--- src/rtl/serial_add_ctrl.sv ---
// Bit-serial adder controller: one shared full-adder cell, LSB-first, valid/ready in and out.
// Optional macro SERIAL_ADD_SUB_EN adds op_sub_in for a - b via inverted B and forced carry-in.
module serial_add_ctrl #(
   parameter int WIDTH = 8
) (
   input  logic             clk_in,
   input  logic             rst_n_in,
   input  logic             start_valid_in,
   output logic             start_ready_out,
   input  logic [WIDTH-1:0] a_in,
   input  logic [WIDTH-1:0] b_in,
   input  logic             cin_in,
`ifdef SERIAL_ADD_SUB_EN
   input  logic             op_sub_in,
`endif
   output logic             result_valid_out,
   input  logic             result_ready_in,
   output logic [WIDTH-1:0] sum_out,
   output logic             carry_out,
   output logic             busy_out
);

   localparam int CW = $clog2(WIDTH + 1);
   // The counter runs one past the last bit so the DONE transition lands WIDTH+1 edges after accept.
   localparam logic [CW-1:0] CNT_END = CW'(WIDTH);

   typedef enum logic [1:0] {
      ST_IDLE = 2'd0,
      ST_RUN  = 2'd1,
      ST_DONE = 2'd2
   } state_t;

   state_t           state_r;
   logic [WIDTH-1:0] a_sr_r;
   logic [WIDTH-1:0] b_sr_r;
   logic [WIDTH-1:0] sum_sr_r;
   logic             carry_r;
   logic [CW-1:0]    cnt_r;

   logic             ha1_sum_s;
   logic             ha1_carry_s;
   logic             ha2_carry_s;
   logic             fa_sum_s;
   logic             fa_carry_s;
   logic [WIDTH-1:0] b_load_s;
   logic             carry_load_s;

   // Full-adder cell: two half adders plus an OR on their carries.
   xor g_ha1_x (ha1_sum_s,   a_sr_r[0], b_sr_r[0]);
   and g_ha1_a (ha1_carry_s, a_sr_r[0], b_sr_r[0]);
   xor g_ha2_x (fa_sum_s,    ha1_sum_s, carry_r);
   and g_ha2_a (ha2_carry_s, ha1_sum_s, carry_r);
   or  g_fa_o  (fa_carry_s,  ha1_carry_s, ha2_carry_s);

`ifdef SERIAL_ADD_SUB_EN
   // Subtraction is a + ~b + 1, so the operator only changes what gets loaded.
   assign b_load_s     = op_sub_in ? ~b_in : b_in;
   assign carry_load_s = op_sub_in ? 1'b1  : cin_in;
`else
   assign b_load_s     = b_in;
   assign carry_load_s = cin_in;
`endif

   // Controller FSM, datapath shift registers and registered handshake outputs.
   always_ff @(posedge clk_in) begin
      if (!rst_n_in) begin
         state_r          <= ST_IDLE;
         a_sr_r           <= '0;
         b_sr_r           <= '0;
         sum_sr_r         <= '0;
         carry_r          <= 1'b0;
         cnt_r            <= '0;
         start_ready_out  <= 1'b1;
         result_valid_out <= 1'b0;
         sum_out          <= '0;
         carry_out        <= 1'b0;
         busy_out         <= 1'b0;
      end else begin
         case (state_r)
            ST_IDLE: begin
               if (start_valid_in) begin
                  a_sr_r          <= a_in;
                  b_sr_r          <= b_load_s;
                  carry_r         <= carry_load_s;
                  cnt_r           <= '0;
                  state_r         <= ST_RUN;
                  start_ready_out <= 1'b0;
                  busy_out        <= 1'b1;
               end
            end
            ST_RUN: begin
               if (cnt_r == CNT_END) begin
                  state_r          <= ST_DONE;
                  sum_out          <= sum_sr_r;
                  carry_out        <= carry_r;
                  result_valid_out <= 1'b1;
               end else begin
                  sum_sr_r <= {fa_sum_s, sum_sr_r[WIDTH-1:1]};
                  carry_r  <= fa_carry_s;
                  a_sr_r   <= {1'b0, a_sr_r[WIDTH-1:1]};
                  b_sr_r   <= {1'b0, b_sr_r[WIDTH-1:1]};
                  cnt_r    <= cnt_r + CW'(1);
               end
            end
            ST_DONE: begin
               if (result_ready_in) begin
                  state_r          <= ST_IDLE;
                  result_valid_out <= 1'b0;
                  start_ready_out  <= 1'b1;
                  busy_out         <= 1'b0;
               end
            end
            default: begin
               state_r          <= ST_IDLE;
               start_ready_out  <= 1'b1;
               result_valid_out <= 1'b0;
               busy_out         <= 1'b0;
            end
         endcase
      end
   end

endmodule

--- config.mk ---
export PLATFORM = sky130hd
export DESIGN_NAME = serial_add_ctrl
export DESIGN_NICKNAME = d
export VERILOG_FILES = /design/src/rtl/serial_add_ctrl.sv
export SDC_FILE = /design/constraint.sdc
export NUM_CORES = 1
export LEC_CHECK = 0
export ABC_AREA = 1
export CORE_ASPECT_RATIO = 0.8
export CORE_MARGIN = 4
export CORE_UTILIZATION = 65
export CTS_CLUSTER_DIAMETER = 30
export DETAILED_ROUTE_END_ITERATION = 7
export DONT_BUFFER_PORTS = 1
export MAX_ROUTING_LAYER = met4
export PLACE_DENSITY = 0.81
export SYNTH_ARGS = -nofsm -noshare
export SYNTH_HDL_FRONTEND = slang
export SYNTH_SLANG_ARGS = --single-unit
--- constraint.sdc ---
create_clock -name clk_in -period 2 [get_ports clk_in]
set_clock_uncertainty 0.1 [all_clocks]
set_input_delay 0.6 -clock clk_in [delete_from_list [all_inputs] [get_ports clk_in]]
set_output_delay 0.6 -clock clk_in [all_outputs]
set_load 0.05 [all_outputs]
Word level (Yosys, flattened, before mapping)
Cells that the tools add are included.
{"block": "op_classes", "eq_ne": 7, "bitwise_logic": 8, "reduce_logical": 8, "n_addsub": 1, "muxes": 24}
{"op": "two-way mux 8 bit", "count": 4}
{"op": "case mux 8 bit (2 select lines)", "count": 2}
{"op": "AND reduction 3 bit", "count": 4}
{"op": "case mux 1 bit (3 select lines)", "count": 3}
{"op": "two-way mux 4 bit", "count": 2}
{"op": "!= test 2 bit (second input constant)", "count": 4}
{"op": "case mux 4 bit (2 select lines)", "count": 1}
{"op": "two-way mux 1 bit", "count": 7}
{"op": "two-way mux 2 bit", "count": 3}
{"op": "case mux 2 bit (3 select lines)", "count": 1}
{"op": "adder 4 x 1 -> 4 bit (second input constant)", "count": 1}
{"op": "equality test 4 bit (second input constant)", "count": 1}
{"op": "AND reduction 2 bit", "count": 2}
{"op": "inverter 1 bit", "count": 3}
{"op": "AND 1 bit", "count": 2}
{"op": "equality test 2 x 1 -> 1 bit (second input constant)", "count": 1}
{"op": "equality test 2 bit (second input constant)", "count": 1}
{"op": "zero test 2 bit", "count": 1}
{"op": "case mux 1 bit (2 select lines)", "count": 1}
{"op": "nonzero test 2 bit", "count": 1}
{"op": "bitwise XOR 1 bit", "count": 2}
{"op": "OR 1 bit", "count": 1}
{"block": "totals", "word_cells": 59, "ff_bits": 43, "inputBits": 21}

Longest topological paths before layout
{"block": "depth", "ltp_word": 5, "ltp_mapped": 10, "depth_no_buf": 9}

Worst setup path before layout
OpenSTA, ideal clock, no wires.
{"block": "synth_timing", "path_type": "input to register", "start": "input start_valid_in", "end": "register a_sr_r[0]", "t_arrival_ns": 1.187, "setup_time_ns": 0.113, "required_ns": 1.787, "setup_slack_ns": 0.600, "stages": 6, "path_cell_list": "inv_1 a21oi_2 nand2_2 buf_2 nor2_1 nor2_1"}
{"block": "synth_between", "elab_chain_cells": 2}
{"element": "from (decl)", "line_no": "8", "source": "input logic start_valid_in,"}
{"element": "!= test 2 bit (no source line)"}
{"element": "AND reduction 3 bit (no source line)"}
{"element": "to (signal assigned)", "line_no": "82", "source": "a_sr_r <= a_in;"}
{"element": "to (signal assigned)", "line_no": "100", "source": "a_sr_r <= {1'b0, a_sr_r[WIDTH-1:1]};"}
{"element": "to (decl)", "line_no": "34", "source": "logic [WIDTH-1:0] a_sr_r;"}
No other way between the ends.
A chain may end at the register's enable or synchronous reset.

Final worst setup path
{"block": "layout_timing", "start": "register cnt_r[0]", "end": "register sum_out[7]"}
{"block": "layout_between", "elab_chain_cells": 2}
{"element": "from (decl)", "line_no": "38", "source": "logic [CW-1:0] cnt_r;"}
{"element": "from (signal assigned)", "line_no": "102", "source": "cnt_r <= cnt_r + CW'(1);"}
{"element": "equality test 4 bit", "line_no": "92", "source": "if (cnt_r == CNT_END) begin"}
{"element": "AND reduction 2 bit (no source line)"}
{"element": "to (signal assigned)", "line_no": "94", "source": "sum_out <= sum_sr_r;"}
{"element": "to (decl)", "line_no": "18", "source": "output logic [WIDTH-1:0] sum_out,"}
No other way between the ends.

==> summary.md <==
| Metric | Value |
|---|---|
| Status | finished, final reports clean |
| Fill count | 268 |
| Routed length per instance | 10.8 um |
| Placed cell count | 312 |
| Detailed Place HPWL | 2370 um |
| Cell Pwr Density | 928 nW/um^2 |
| Fin crit share | 0.839 |
| Largest cells by area after synthesis | dfxtp_1, nor2_1, nand2_1, o21ai_0, inv_1 |
| Max-slew headroom | 0.648 |
| Crit path buffers/inverters | 2 |
| Maximum vdd ir drop | 0.632 mV |
| Post-Place Worst Slack | 0.333 ns |
| Peak Freq | 596 MHz |
| CP delay by family, top | simple AND/OR/NAND/NOR gates |
| Post-CTS sizing | 0 |
| Die Wd | 68.5 um |
| Sequential cell area | 861 um^2 |
| Initial Util | 0.683 |
| #FFs+latches synth | 43 |
| Period minus WS final | 1.68 ns |
| Total clock buffers created by CTS | 5 |
| Input/output buffers | 0 |
| Top-count cell post-synth | nor2_1 |
| Post-synthesis instance total | 284 |
| Crit path required time | 2.08 ns |
| CP arrival | 1.76 ns |
| Total Power | 1.85 mW |
| Main flop type after synthesis | dfxtp_1 |
| CTS Hold Bufs | 0 |
| Critical Path Source Type | register |
| Clock Sinks | 43 |
| Vias per inst | 5.03 |
| Design area | 1990 um^2 |
| CTS H-tree lvls | 2 |
| Finished Core Util | 0.715 |
| Hold path depth | 1 |
| Cell row count | 17 |
| Final setup viols | 0 |
| Reg2reg start | cnt_r[0] |
| Synth top cells by count | nor2_1, nand2_1, dfxtp_1 |
| CP max stage cell | dfxtp_1 |
| Yosys top cell area share | 0.453 |
| Initial DRT Pass Iterations | 4 |
| Final antenna-violating net count | 0 |
| Synthesized area | 1900 um^2 |
| Slew Viols, Final | 0 |
| Io pins | 33 |
| Register area share after synthesis | 0.453 |
| Multi-input combinational cell area | 875 um^2 |
| First-iteration detailed-routing DRC count | 91 |
| RSZ-0062 raised after global routing | no |
| Layout cell share with drive strength beyond 1 | 0.0567 |
| PnR worst setup slack | 0.322 ns |
| Pleak | 0.907 nW |
| Gpl congestion | 0.806 |
| Diode count | 0 |
| Postcts setup bufs | 0 |
| Hold WS | 0.298 ns |
| CTS Buffer Depth | 2 |
| Clk root buf | clkbuf_8 |
| Yosys Warn Count | 0 |
| Measured slew at the worst slew-check pin | 0.527 ns |
| Total grt overflow | 0 |
| Final Net Count | 305 |
| DRC | 0 |
| Synth area leader | dfxtp_1 |
| First-pass GRT wire length | 6040 um |
| Hold Fails Final Rpt | 0 |
| Die ar. | 3860 um^2 |
| Reg-to-reg slack, setup | 0.32 ns |
| Crit path top cell by count | nor2_1 |
| R2R Path End | sum_out[7] |
| EDFF count, synth | 0 |
| Vias in the first global route | 1,443 |
| Count of different cell masters after synthesis | 20 |
| CTS tree | yes |
| TNS Setup | 0 ns |
| Total track usage | 0.211 |
| Depth of the most critical reg-to-reg path | 8 |
| Largest net degree at the start of global routing | 41 |
| Hold Startpoint | rst_n_in |
| CP endpoint kind | register |
| Worst path max stage delay | 0.39 ns |
| DP Area | 1910 um^2 |
| Syn_nets | 308 |
| Hold Path Class | in2reg |
| Syn Area/Cell | 6.70 um^2 |
| Max Cap Violations | 0 |
| Core area | 2790 um^2 |
| Critical path class | reg2reg |
| Drt total wl | 3460 um |
| Async SR Flop Fraction | 0 |
| Routed vias | 1,610 |
| Die H | 56.4 um |
| Initial antenna violation count | 0 |
| Final non-filler cell total | 320 |
| Crit Path Max Fanout | 12 |
| Area growth syn-to-layout | 4.80% |
| Reg clk slew, reported paths | 0.07 ns |
| WHS Endpoint | start_ready_out |
| CP cell instances | inv_1 > ha_1 > nand2_1 > nor2_1 > nand2_2 > clkinv_1 > nor2_1 > nor2_1 |
| Worst skew pair latency | 0.29 ns |
state kept, by name, indices dropped and copies added (netlist names):
signal,count
b_sr_r,8
busy_out,1
a_sr_r,8
result_valid_out,1
cnt_r,4
sum_sr_r,8
start_ready_out,1
carry_r,1
sum_out,8
carry_out,1
state_r,2
routing by layer:
metal / global-route usage / part of all wire / up-vias
met5: - / 0 / -
met4: 0.0510 / 0.0078 / 0
met3: 0.0940 / 0.078 / 4
met2: 0.305 / 0.43 / 44
met1: 0.270 / 0.48 / 698
li1: - / - / 864
final cells by class:
type | count | area share
Clock buffer | 7 | 0.0383
Clock inverter | 1 | 0.00251
Sequential cell | 43 | 0.432
Inverter | 27 | 0.0508
Multi-Input combinational cell | 202 | 0.439
Tap cell | 38 | 0.0239
Timing Repair Buffer | 2 | 0.0138
logic make-up (layout without fill, tap and decap cells):
group                      count (synthesis)  count (layout)  share of synthesized area
adders and majority gates                  3               3                     0.0237
and+or+nand+nor                          163             163                      0.339
buffers and inverters                     39              37                     0.0875
DFF                                       43              43                      0.453
AOI/OAI and AO/OA                         36              36                     0.0967
where the power goes:
group	internal, mW	leakage [nW]	switching [mW]	total, mW
clock	0.245	0.0422	0.267	0.512
combinational	0.114	0.511	0.193	0.307
sequential	0.939	0.354	0.0931	1.03
total	1.30	0.907	0.553	1.85
placed cells by master (no fill, tap or decap):
cell type and count:
a21oi_2 1, fa_1 1, inv_2 3, dfxtp_1 43
nand2_1 70, o21ai_0 26, clkinv_1 1, buf_4 1
nand2_2 3, clkbuf_1 2, a21oi_1 5, clkbuf_8 5
nor2_1 75, nand3_1 13, o21ai_1 4, ha_1 2
clkinv_2 1, inv_1 23, nor2_4 1, nand4_1 1
buf_12 1
worst max-delay path by stage:
stage,from,slack [ns],cells after the start,to
2_1_floorplan,start_valid_in,0.60,6,a_sr_r[0]
3_3_place_gp,cnt_r[0],0.37,8,carry_out
3_5_place_dp,cnt_r[0],0.33,8,sum_out[5]
4_1_cts,cnt_r[0],0.30,8,sum_out[5]
5_1_grt,cnt_r[0],0.13,8,sum_out[6]
6_report,cnt_r[0],0.32,8,sum_out[7]
No activity file was read; power rests on OpenSTA's default activity.
